## config.mk

```make
export PLATFORM = sky130hd
export DESIGN_NAME = hazard_forward_unit
export DESIGN_NICKNAME = d
export VERILOG_FILES = /design/src/rtl/hazard_forward_unit_pkg.sv /design/src/rtl/hazard_forward_unit_tag_stage.sv /design/src/rtl/hazard_forward_unit.sv
export SDC_FILE = /design/constraint.sdc
export NUM_CORES = 1
export LEC_CHECK = 0
export BUFFER_PORTS_ARGS = -buffer_cell sky130_fd_sc_hd__buf_2
export CAP_MARGIN = 20
export CORE_AREA = 2 2 63 71
export DETAILED_ROUTE_END_ITERATION = 7
export DIE_AREA = 0 0 65 73
export PLACE_DENSITY = 0.67
export REMOVE_ABC_BUFFERS = 1
export SLEW_MARGIN = 20
export SYNTH_ARGS = -nofsm -noshare
export SYNTH_HDL_FRONTEND = slang
export SYNTH_SLANG_ARGS = --single-unit
```

## constraint.sdc

```tcl
create_clock -name CLK -period 6.13 [get_ports CLK]
set_clock_uncertainty 0.2 [all_clocks]
set_input_delay 0.9195 -clock CLK [delete_from_list [all_inputs] [get_ports CLK]]
set_output_delay 0.9195 -clock CLK [all_outputs]
set_load 0.005 [all_outputs]
```

## src/rtl/hazard_forward_unit_pkg.sv

```systemverilog
// Shared types for the hazard/forwarding controller: select encodings, the pipeline tag record,
// and the operand forwarding compare used once per source register.
package hazard_forward_unit_pkg;

  localparam int REG_ADDR_W_DEF = 5;

  localparam logic [1:0] FWD_RF    = 2'b00;
  localparam logic [1:0] FWD_WB    = 2'b01;
  localparam logic [1:0] FWD_EXMEM = 2'b10;

  typedef struct packed {
    logic                      valid;
    logic [REG_ADDR_W_DEF-1:0] rd;
    logic                      regwrite;
    logic                      memread;
  } tag_t;

  // A load still in EX has no ALU result to offer; that case is handled by the stall instead.
  function automatic logic [1:0] fwd_sel(input tag_t ex_tag, input tag_t mem_tag,
                                         input logic use_rs,
                                         input logic [REG_ADDR_W_DEF-1:0] rs);
    logic [1:0] sel;
    sel = FWD_RF;
    if (use_rs) begin
      if (ex_tag.valid && ex_tag.regwrite && !ex_tag.memread &&
          (ex_tag.rd != '0) && (ex_tag.rd == rs)) begin
        sel = FWD_EXMEM;
      end else if (mem_tag.valid && mem_tag.regwrite &&
                   (mem_tag.rd != '0) && (mem_tag.rd == rs)) begin
        sel = FWD_WB;
      end
    end
    return sel;
  endfunction

endpackage

```

## src/rtl/hazard_forward_unit_tag_stage.sv

```systemverilog
// One pipeline tag register {valid, rd, regwrite, memread}; loads every cycle,
// load_inv replaces the incoming tag with an invalid one.
module hazard_tag_stage
  import hazard_forward_unit_pkg::*;
(
  input  logic CLK,
  input  logic RESETn,
  input  logic load_inv,
  input  tag_t tag_in,
  output tag_t tag_q
);

  tag_t tag_d;

  always_comb begin
    tag_d = tag_in;
    if (load_inv) begin
      tag_d = '0;
    end
  end

  always_ff @(posedge CLK or negedge RESETn) begin
    if (!RESETn) begin
      tag_q <= '0;
    end else begin
      tag_q <= tag_d;
    end
  end

endmodule

```

## src/rtl/hazard_forward_unit.sv

```systemverilog
// Load-use stall / bubble control (combinational, same cycle) and EX operand forwarding selects
// (registered, valid while the instruction sits in EX); no backpressure other than the load-use stall.
module hazard_forward_unit
  import hazard_forward_unit_pkg::*;
#(
  parameter int REG_ADDR_W = REG_ADDR_W_DEF,
  parameter int CNT_W      = 16
) (
  input  logic                  CLK,
  input  logic                  RESETn,
  input  logic                  ID_VALID,
  input  logic [REG_ADDR_W-1:0] ID_RS1,
  input  logic [REG_ADDR_W-1:0] ID_RS2,
  input  logic                  ID_USE_RS1,
  input  logic                  ID_USE_RS2,
  input  logic [REG_ADDR_W-1:0] ID_RD,
  input  logic                  ID_RegWrite,
  input  logic                  ID_MemRead,
  input  logic                  EX_FLUSH,
  output logic                  PC_WRITE,
  output logic                  IFID_WRITE,
  output logic                  IDEX_BUBBLE,
  output logic [1:0]            ForwardA,
  output logic [1:0]            ForwardB,
  output logic [CNT_W-1:0]      STALL_COUNT
);

  tag_t             id_tag, ex_tag, mem_tag, wb_tag;
  logic             load_use, stall, bubble;
  logic [1:0]       fwd_a_d, fwd_a_q, fwd_b_d, fwd_b_q;
  logic [CNT_W-1:0] stall_cnt_d, stall_cnt_q;

  always_comb begin
    id_tag          = '0;
    id_tag.valid    = ID_VALID;
    id_tag.rd       = ID_RD;
    id_tag.regwrite = ID_RegWrite;
    id_tag.memread  = ID_MemRead;

    load_use = ID_VALID && ex_tag.valid && ex_tag.memread && (ex_tag.rd != '0) &&
               ((ID_USE_RS1 && (ex_tag.rd == ID_RS1)) ||
                (ID_USE_RS2 && (ex_tag.rd == ID_RS2)));
    // A taken branch squashes the dependent instruction anyway, so it wins over the stall.
    stall  = load_use && !EX_FLUSH;
    bubble = stall || EX_FLUSH;

    fwd_a_d = bubble ? FWD_RF : fwd_sel(ex_tag, mem_tag, ID_USE_RS1, ID_RS1);
    fwd_b_d = bubble ? FWD_RF : fwd_sel(ex_tag, mem_tag, ID_USE_RS2, ID_RS2);

    stall_cnt_d = stall_cnt_q;
    if (stall && (stall_cnt_q != '1)) begin
      stall_cnt_d = stall_cnt_q + CNT_W'(1);
    end
  end

  hazard_tag_stage u_ex_tag (
    .CLK(CLK), .RESETn(RESETn), .load_inv(bubble), .tag_in(id_tag),  .tag_q(ex_tag)
  );
  hazard_tag_stage u_mem_tag (
    .CLK(CLK), .RESETn(RESETn), .load_inv(1'b0),   .tag_in(ex_tag),  .tag_q(mem_tag)
  );
  hazard_tag_stage u_wb_tag (
    .CLK(CLK), .RESETn(RESETn), .load_inv(1'b0),   .tag_in(mem_tag), .tag_q(wb_tag)
  );

  always_ff @(posedge CLK or negedge RESETn) begin
    if (!RESETn) begin
      fwd_a_q     <= FWD_RF;
      fwd_b_q     <= FWD_RF;
      stall_cnt_q <= '0;
    end else begin
      fwd_a_q     <= fwd_a_d;
      fwd_b_q     <= fwd_b_d;
      stall_cnt_q <= stall_cnt_d;
    end
  end

  assign PC_WRITE    = !stall;
  assign IFID_WRITE  = !stall;
  assign IDEX_BUBBLE = bubble;
  assign ForwardA    = fwd_a_q;
  assign ForwardB    = fwd_b_q;
  assign STALL_COUNT = stall_cnt_q;

endmodule

```

* After elaboration in Yosys (flattened, before gate mapping)
Cells that the tools add are included.
Cells by class: $add $sub $neg 1, equality and inequality tests 5, mux-type cells 9, reduce and logical (&&, ||, !) cells 24
Operators with widths (number):
- 5-bit == test | 4
- 1-bit logical AND | 17
- 16-bit by 1-bit adder with 16-bit output, second input constant | 1
- 16-bit inequality test, second input constant | 1
- 2-bit two-way mux | 6
- 5-bit nonzero test | 2
- 8-bit two-way mux | 1
- 1-bit logical NOT | 3
- 1-bit logical OR | 2
- 1-bit two-way mux | 2
Storage, ports and cells: bits in registers 35, input bits 23, logic and storage cells 49

* Longest topological paths before layout
Gate-level depths: netlist of the first run.
depth in word-level cells 7, gate-level depth with buffers 7, gate-level depth less buffers 6

* Modules after synthesis
A second synthesis of the first run with hierarchy kept.
Second synthesis, totals: cells, all modules 152, area total of the unflattened synthesis 1730.4 µm²
By module, submodules not included:
- hazard_forward_unit | times used 1, cells each 120, area each 1229.9 µm², seq. area each 500.5 µm²
- hazard_tag_stage | times used 2, cells each 16, area each 250.2 µm², seq. area each 200.2 µm²

* Worst setup path after synthesis of the first run
OpenSTA, ideal clock, no wires.
path kind input port to output port, start input port ID_RS2[2], end output port PC_WRITE, data arrival time 2.187 ns, required time 5.010 ns, slack 2.824 ns, cell stages on the path 6, path buffers 2, cells stage by stage xor2_1 nor3_2 a32oi_2 buf_6 or3_1 buf_4
Between the ends: cells in the longest elaborated chain, start to end 6
Ends and longest elaborated chain:
- start: declaration | line hazard_forward_unit.sv:13 | input logic [REG_ADDR_W-1:0] ID_RS2,
- 5-bit == test | line hazard_forward_unit.sv:42 | (ID_USE_RS2 && (ex_tag.rd == ID_RS2)));
- 1-bit logical AND | line hazard_forward_unit.sv:42
- 1-bit logical OR | line hazard_forward_unit.sv:41 | ((ID_USE_RS1 && (ex_tag.rd == ID_RS1)) ||
- 1-bit logical AND | line hazard_forward_unit.sv:40 | load_use = ID_VALID && ex_tag.valid && ex_tag.memread && (ex_tag.rd != '0) &&
- 1-bit logical AND | line hazard_forward_unit.sv:44 | stall = load_use && !EX_FLUSH;
- 1-bit logical NOT
- end: declaration | line hazard_forward_unit.sv:20 | output logic PC_WRITE,
No other way between the ends.

* Worst setup path in the final report of the first run
start input port ID_RS2[2], end output port PC_WRITE
Between the ends: cells in the longest elaborated chain, start to end 6
Ends and longest elaborated chain:
- 5-bit == test | line hazard_forward_unit.sv:42
- 1-bit logical AND | line hazard_forward_unit.sv:42
- 1-bit logical OR | line hazard_forward_unit.sv:41
- 1-bit logical AND | line hazard_forward_unit.sv:40
- 1-bit logical AND | line hazard_forward_unit.sv:44
- 1-bit logical NOT | line hazard_forward_unit.sv:78 | assign PC_WRITE = !stall;
No other way between the ends.

==> results of run 1 <==
## cells in the mapped netlist
cell type  instances  area, um2
a41o_1             1      10.01
nor2_2             1      6.260
nor3_1             5      25.02
dfrtp_1           35      875.8
nor2_1             5      18.77
and3_1             1      6.260
a21oi_1            1      5.000
mux2_4             1      15.01
ha_1               1      12.51
a2111o_1           1      11.26
buf_6              2      22.52
or4_4              1      11.26
a32oi_2            1      16.27
and2_1             8      50.05
nand3_1            8      40.04
mux2_2             1      11.26
nor4bb_1           2      20.02
buf_4              1      7.510
or4_1              2      15.01
o211ai_1           1      7.510
buf_2              1      5.000
a32o_1             1      10.01
nor4b_1            2      17.52
xnor2_1            9      78.83
nor3b_1            3      22.52
or3_1              1      6.260
inv_1              3      11.26
and4_1             4      35.03
a211o_1            1      8.760
o21ai_1            1      5.000
nand2_1            7      26.28
nand4_1            5      31.28
o2111ai_2          1      15.01
nor3_2             2      20.02
xor2_1            25      219.0
nor4_1             6      37.54
## metrics by stage
stage | std cells | cell area, um2 | setup WS [ps]
floorplan | 147 | 1702 | 2986
finish | 254 | 2112 | 2613
global route | 254 | 2112 | 2396
CTS | 254 | 2112 | 2609
global placement | 246 | 1994 | 2641
detailed placement | 246 | 1994 | 2622
## cell type report
class,count,share of cell area
Clock buffer,6,0.03910
Clock inverter,2,0.01659
Inverter,3,0.005332
Multi-Input combinational cell,109,0.3857
Sequential cell,35,0.4147
Tap cell,54,0.03199
Timing Repair Buffer,45,0.1066
## sequential cells by signal, indices dropped and copies added (netlist names)
| signal | cells |
|---|---|
| ForwardB | 2 |
| u_ex_tag.tag_q | 8 |
| u_mem_tag.tag_q | 7 |
| STALL_COUNT | 16 |
| ForwardA | 2 |
## cell families (layout without fill, tap and decap cells)
| family | count (synthesis) | after routing | share of synthesized area |
|---|---|---|---|
| DFF | 35 | 35 | 0.5043 |
| xor gates and xnor gates | 34 | 34 | 0.1715 |
| adders and majority gates | 1 | 1 | 0.007203 |
| muxes | 2 | 2 | 0.01513 |
| buffers and inverters | 7 | 56 | 0.02665 |
| AOI/OAI and AO/OA | 9 | 9 | 0.05115 |
| and+or+nand+nor | 63 | 63 | 0.2241 |
## layout by cell type, fill, tap and decap left out, drive strengths merged
cell type	n
buf	45
dfrtp	35
xor2	25
xnor2	9
and2	8
nand3	8
nand2	7
nor3	7
nor4	6
clkbuf	6
nor2	6
nand4	5
and4	4
inv	3
nor3b	3
or4	3
nor4bb	2
nor4b	2
mux2	2
and3	1
a32o	1
o21ai	1
a21oi	1
o211ai	1
a32oi	1
o2111ai	1
or3	1
a211o	1
a2111o	1
a41o	1
ha	1
clkinv	1
bufinv	1
## routing by layer
layer	share of wire	vias to the layer above	GRT usage
met5	0	-	0
met4	0.012	0	0.04965
met3	0.059	4	0.04630
met2	0.48	40	0.2623
met1	0.45	615	0.2102
li1	-	631	-
## report_power, final
part | switching, mW | internal (mW)
registers | 0.00598 | 0.236
logic | 0.0213 | 0.0172
clock network | 0.0804 | 0.132
total | 0.108 | 0.385
## worst max-delay path by stage
stage | end | slack [ps] | depth (start not counted)
2_1_floorplan | IFID_WRITE | 2990 | 4
3_3_place_gp | PC_WRITE | 2640 | 6
3_5_place_dp | IDEX_BUBBLE | 2620 | 7
4_1_cts | IDEX_BUBBLE | 2610 | 6
5_1_grt | IDEX_BUBBLE | 2400 | 6
6_report | PC_WRITE | 2610 | 6
==> run_results.csv, run 1 <==
group,metric,value,unit
outcome,outcome,"complete, no violations",
critical_path,path_class,"in -> out",
sta,setup-tns-final,0,ps
min_path,min_delay_path_depth,0,
grt,grtUsageTotal,0.1617,
logic_synthesis,yosysWarningCount,0,
drt,wire_per_inst,13.93,um
critical_path,crit_chain,"buf_2, xor2_1, nor3_2, a32oi_2, or3_1, buf_2",
critical_path,r2r_end,"ForwardB[0]",
finish,postLayoutCoreUtil,0.5154,
drt,drt-initial-drc-count,36,
finish,final_nets,223,
die,initial_core_util,0.4238,
finish,fillers,392,
job,maxCapViolCount,0,
critical_path,reg2reg_from,"u_ex_tag.tag_q[2]",
drt,dr.pass1.iters,4,
die,rows,25,
power,ir_drop,0.1331,mV
sta,fin_crit,3517,ps
critical_path,critPathMaxFanout,15,
sta,hold_violations,0,
drt,via_per_inst,5.079,
clock_tree,clock_tree.root_cell,"clkbuf_8",
clock_tree,cts_sinks,35,
critical_path,cp-end-kind,"primary output",
sta,fmaxAchievable,284.4,MHz
finish,num_antenna_cells,0,
placed_design,place.detailed.hpwl,2.652,mm
min_path,whs_endpoint,"u_mem_tag.tag_q[1]",
critical_path,startpoint,"ID_RS2[2]",
sta,tightest_slew,748.0,ps
power,design_power_total,0.4926,mW
critical_path,crit_path_frequent_cell,"buf_2",
sta,rsz0062_at_grt,"false",
sta,slew_violations,0,
drt,drtAntennaViolNets,0,
logic_synthesis,synthCells,151,
critical_path,crit_required,5010,ps
placed_design,portBuffers,45,
clock_tree,cts_setup_buffers,0,
sta,setup_viol_count_final,0,
finish,regArea,875.8,um2
min_path,min-delay-start,"u_ex_tag.tag_q[1]",
critical_path,max_stage_delay,470,ps
clock_tree,numCtsBuffers,5,
sta,period_share,0.5737,
sta,hold_ws,180.3,ps
clock_tree,clkTransAtPathRegs,70,ps
logic_synthesis,ys_seq_elements,35,
finish,drive_gt1_frac,0.3050,
clock_tree,clk_path_buf_depth,2,
logic_synthesis,synthDistinctLibCells,36,
power,power_density,233.2,nW/um2
grt,antenna_found_initial,0,
die,io_pins,46,
grt,grt_overflow,0,
logic_synthesis,syn_area,1737,um2
min_path,min_path_type,"reg -> reg",
critical_path,critPathTopFamily,"simple AND/OR/NAND/NOR gates",
grt,grt_pass1_vias,1232,
critical_path,rr_worst_depth,5,
clock_tree,cts_hold_buf,0,
sta,relSlewSlack,0.5013,
critical_path,rrSetupSlack,3700,ps
grt,grt_pass1_wl,5.809,mm
finish,multi_input_area,814.5,um2
drt,drc,0,
clock_tree,ctsResizeCount,0,
grt,grt_max_degree,36,
drt,dr_total_vias,1290,
die,die_w,65,um
logic_synthesis,synth_sequential_area_ratio,0.5043,
critical_path,crit_path_start_kind,"input pin",
drt,routed_wl,3.538,mm
placed_design,gp_congestion,0.7937,
critical_path,crit_arrival,2400,ps
critical_path,crit_buf_inv,2,
finish,synthToLayoutAreaGrowth,21.61,%
clock_tree,cts_tree,"yes",
clock_tree,htreeDepth,2,
die,dieHeight,73,um
logic_synthesis,synth.avg_cell_area,11.50,um2
clock_tree,worstSkewPairLatency,280,ps
die,design.core.area,4098,um2
die,dieArea,4745,um2
critical_path,cpMaxStageDelayCell,"or3_1",
power,leakage,1.061,nW
Note: power is estimated with default switching activity, not from simulation.
==> run 2: changes to the inputs <==
--- a/config.mk
+++ b/config.mk
@@ -5,12 +5,13 @@
 export SDC_FILE = /design/constraint.sdc
 export NUM_CORES = 1
 export LEC_CHECK = 0
+export ABC_AREA = 1
 export BUFFER_PORTS_ARGS = -buffer_cell sky130_fd_sc_hd__buf_2
 export CAP_MARGIN = 20
-export CORE_AREA = 2 2 63 71
+export CORE_AREA = 2 2 66 74
 export DETAILED_ROUTE_END_ITERATION = 7
-export DIE_AREA = 0 0 65 73
-export PLACE_DENSITY = 0.67
+export DIE_AREA = 0 0 68 76
+export PLACE_DENSITY = 0.7
 export REMOVE_ABC_BUFFERS = 1
 export SLEW_MARGIN = 20
 export SYNTH_ARGS = -nofsm -noshare
==> constraint.sdc (replaced) <==
create_clock -name CLK -period 2.88 [get_ports CLK]
set_clock_uncertainty 0.2 [all_clocks]
set_input_delay 0.432 -clock CLK [delete_from_list [all_inputs] [get_ports CLK]]
set_output_delay 0.432 -clock CLK [all_outputs]
set_load 0.005 [all_outputs]
==> run_results.csv, run 2 <==
group,metric,value,unit
finish,num_antenna_cells,0,
clock_tree,cts_tree,"yes",
die,io_pins,46,
finish,final_nets,328,
logic_synthesis,synth_largest_area_cell,"dfrtp_1",
power,p_comb_frac,0.079,
placed_design,gp_congestion,0.9296,
sta,tightest_slew,765.2,ps
logic_synthesis,synth_edf_count,0,
logic_synthesis,yosysWarningCount,0,
logic_synthesis,ys_seq_elements,35,
sta,rsz0062_at_grt,"false",
power,leakage,1.289,nW
sta,hold_violations,0,
sta,setup_ws,689.1,ps
clock_tree,clkTransAtPathRegs,70,ps
drt,wire_per_inst,11.29,um
drt,drt-initial-drc-count,66,
sta,setup_viol_count_final,0,
finish,post-route-cell-area,2325,um2
drt,via_per_inst,4.745,
critical_path,critPathMaxFanout,5,
critical_path,crit_path_start_kind,"flip-flop",
finish,drive_gt1_frac,0.2033,
sta,relSlewSlack,0.4899,
critical_path,crit_path_frequent_cell,"nand2_1",
logic_synthesis,synthDistinctLibCells,26,
critical_path,crit_required,2250,ps
logic_synthesis,synth_common_cells,"nand2_1 (88), dfrtp_1 (35), inv_1 (33)",
critical_path,path_class,"reg -> out",
power,p_int,0.8163,mW
clock_tree,htreeDepth,2,
power,p_clk_frac,0.434,
sta,fin_crit,2191,ps
die,design.core.area,4489,um2
critical_path,cp-end-kind,"primary output",
clock_tree,ctsResizeCount,0,
logic_synthesis,yosys.area.top_type_share,0.4505,
die,die_w,68,um
logic_synthesis,async_flop_share,1.000,
finish,fillers,461,
die,rows,26,
job,maxCapViolCount,0,
power,design_power_total,1.053,mW
sta,setup-tns-final,0,ps
grt,grtUsageTotal,0.1779,
clock_tree,numCtsBuffers,5,
die,dieHeight,76,um
placed_design,place.detailed.hpwl,3.149,mm
drt,drtAntennaViolNets,0,
drt,dr_total_vias,1713,
finish,layout_commonest_cell,"nand2_1",
finish,layout.cells.non_filler,361,
critical_path,crit_chain,"inv_2, nand2_1, nand2_1, nor2_1, nand4_1, nand2_2, nand3_2, buf_2",
placed_design,portBuffers,45,
clock_tree,cts_setup_buffers,0,
finish,synthToLayoutAreaGrowth,19.56,%
sta,hold_ws,16.10,ps
logic_synthesis,yosys_most_used_dff,"dfrtp_1",
die,dieArea,5168,um2
logic_synthesis,synth_sequential_area_ratio,0.4505,
critical_path,crit_arrival,1560,ps
drt,dr.pass1.iters,4,
critical_path,cpMaxStageDelayCell,"dfrtp_1",
placed_design,place_area,2207,um2
power,power.net_switching,0.2368,mW
sta,slew_violations,0,
grt,grt_overflow,0,
critical_path,max_stage_delay,460,ps
clock_tree,cts_sinks,35,
die,initial_core_util,0.4331,
power,power_density,453.0,nW/um2
logic_synthesis,synth_area_leaders,"dfrtp_1 (45%), nand2_1 (17%), inv_1 (6.4%)",
sta,period_share,0.7607,
power,power_frac_seq,0.487,
clock_tree,cts_hold_buf,0,
placed_design,dp_cells,353,
sta,fmaxAchievable,456.4,MHz
clock_tree,clock_tree.root_cell,"clkbuf_8",
power,ir_drop,0.3082,mV
finish,final_cell_mix,"nand2_1 (88), buf_2 (45), dfrtp_1 (35)",
grt,grt_pass1_wl,7.017,mm
outcome,outcome,"complete, no violations",
logic_synthesis,syn_area,1944,um2
clock_tree,clk_path_buf_depth,2,
drt,drc,0,
logic_synthesis,yosysMostFrequentCell,"nand2_1",
clock_tree,worstSkewPairLatency,290,ps
drt,routed_wl,4.077,mm
power,switching_share,0.2248,
finish,largest_reg_flops,16,
logic_synthesis,synth.avg_cell_area,7.595,um2
grt,antenna_found_initial,0,
min_path,min_path_type,"in -> async",
critical_path,rr_worst_depth,7,
placed_design,place_ws,839.3,ps
grt,grt_pass1_vias,1639,
logic_synthesis,synthCells,256,
grt,grt_max_degree,36,
finish,postLayoutCoreUtil,0.5178,
[run 2: power groups by stage]
stage / registers [mW] / logic, mW / clock network [mW]
2_1_floorplan: 0.520 / 0.0437 / 0
3_3_place_gp: 0.522 / 0.0837 / 0
3_5_place_dp: 0.523 / 0.0848 / 0
4_1_cts: 0.513 / 0.0851 / 0.467
5_1_grt: 0.514 / 0.0963 / 0.488
6_report: 0.513 / 0.0832 / 0.457
[run 2: cell families after synthesis]
kind of cell | synth area share
buffers and inverters | 0.09202
and+or+nand+nor | 0.3320
DFF | 0.4505
adders and majority gates | 0.006434
AOI/OAI and AO/OA | 0.02446
xor gates and xnor gates | 0.09460
[run 2: routing by layer]
layer | vias to the layer above | GRT usage | wire length (um) | part of all wire
met5 | - | 0 | 0 | 0
met2 | 41 | 0.2903 | 2021 | 0.50
met1 | 777 | 0.2207 | 1755 | 0.43
li1 | 886 | - | - | -
met4 | 0 | 0.06600 | 83 | 0.020
met3 | 9 | 0.04727 | 216 | 0.053
[run 2: cell type report]
class / instances / area (um2) / area share
clock inverters: 2 / 35.03 / 0.01507
repair buffers: 46 / 232.7 / 0.1001
clock buffers: 6 / 82.58 / 0.03552
well taps: 56 / 70.07 / 0.03014
inverters: 37 / 138.9 / 0.05974
multi-input cells: 179 / 889.6 / 0.3827
flip-flops and latches: 35 / 875.8 / 0.3767
[run 2: worst paths after layout]
kind | from | slack [ps] | end
min | RESETn | 20 | STALL_COUNT[7]
min in group CLK | ID_RD[1] | 140 | u_ex_tag.tag_q[3]
max reg2reg | STALL_COUNT[0] | 960 | STALL_COUNT[4]
min reg2reg | u_ex_tag.tag_q[1] | 200 | u_mem_tag.tag_q[1]
max in group asynchronous | RESETn | 1980 | STALL_COUNT[4]
max | u_ex_tag.tag_q[4] | 690 | IFID_WRITE
[run 2: critical path: cells and delay by family, from the launching register on]
kind | cells | cell delay (ps)
AND/OR/NAND/NOR | 6 | 620
flip-flops | 1 | 460
buffers and inverters | 2 | 210
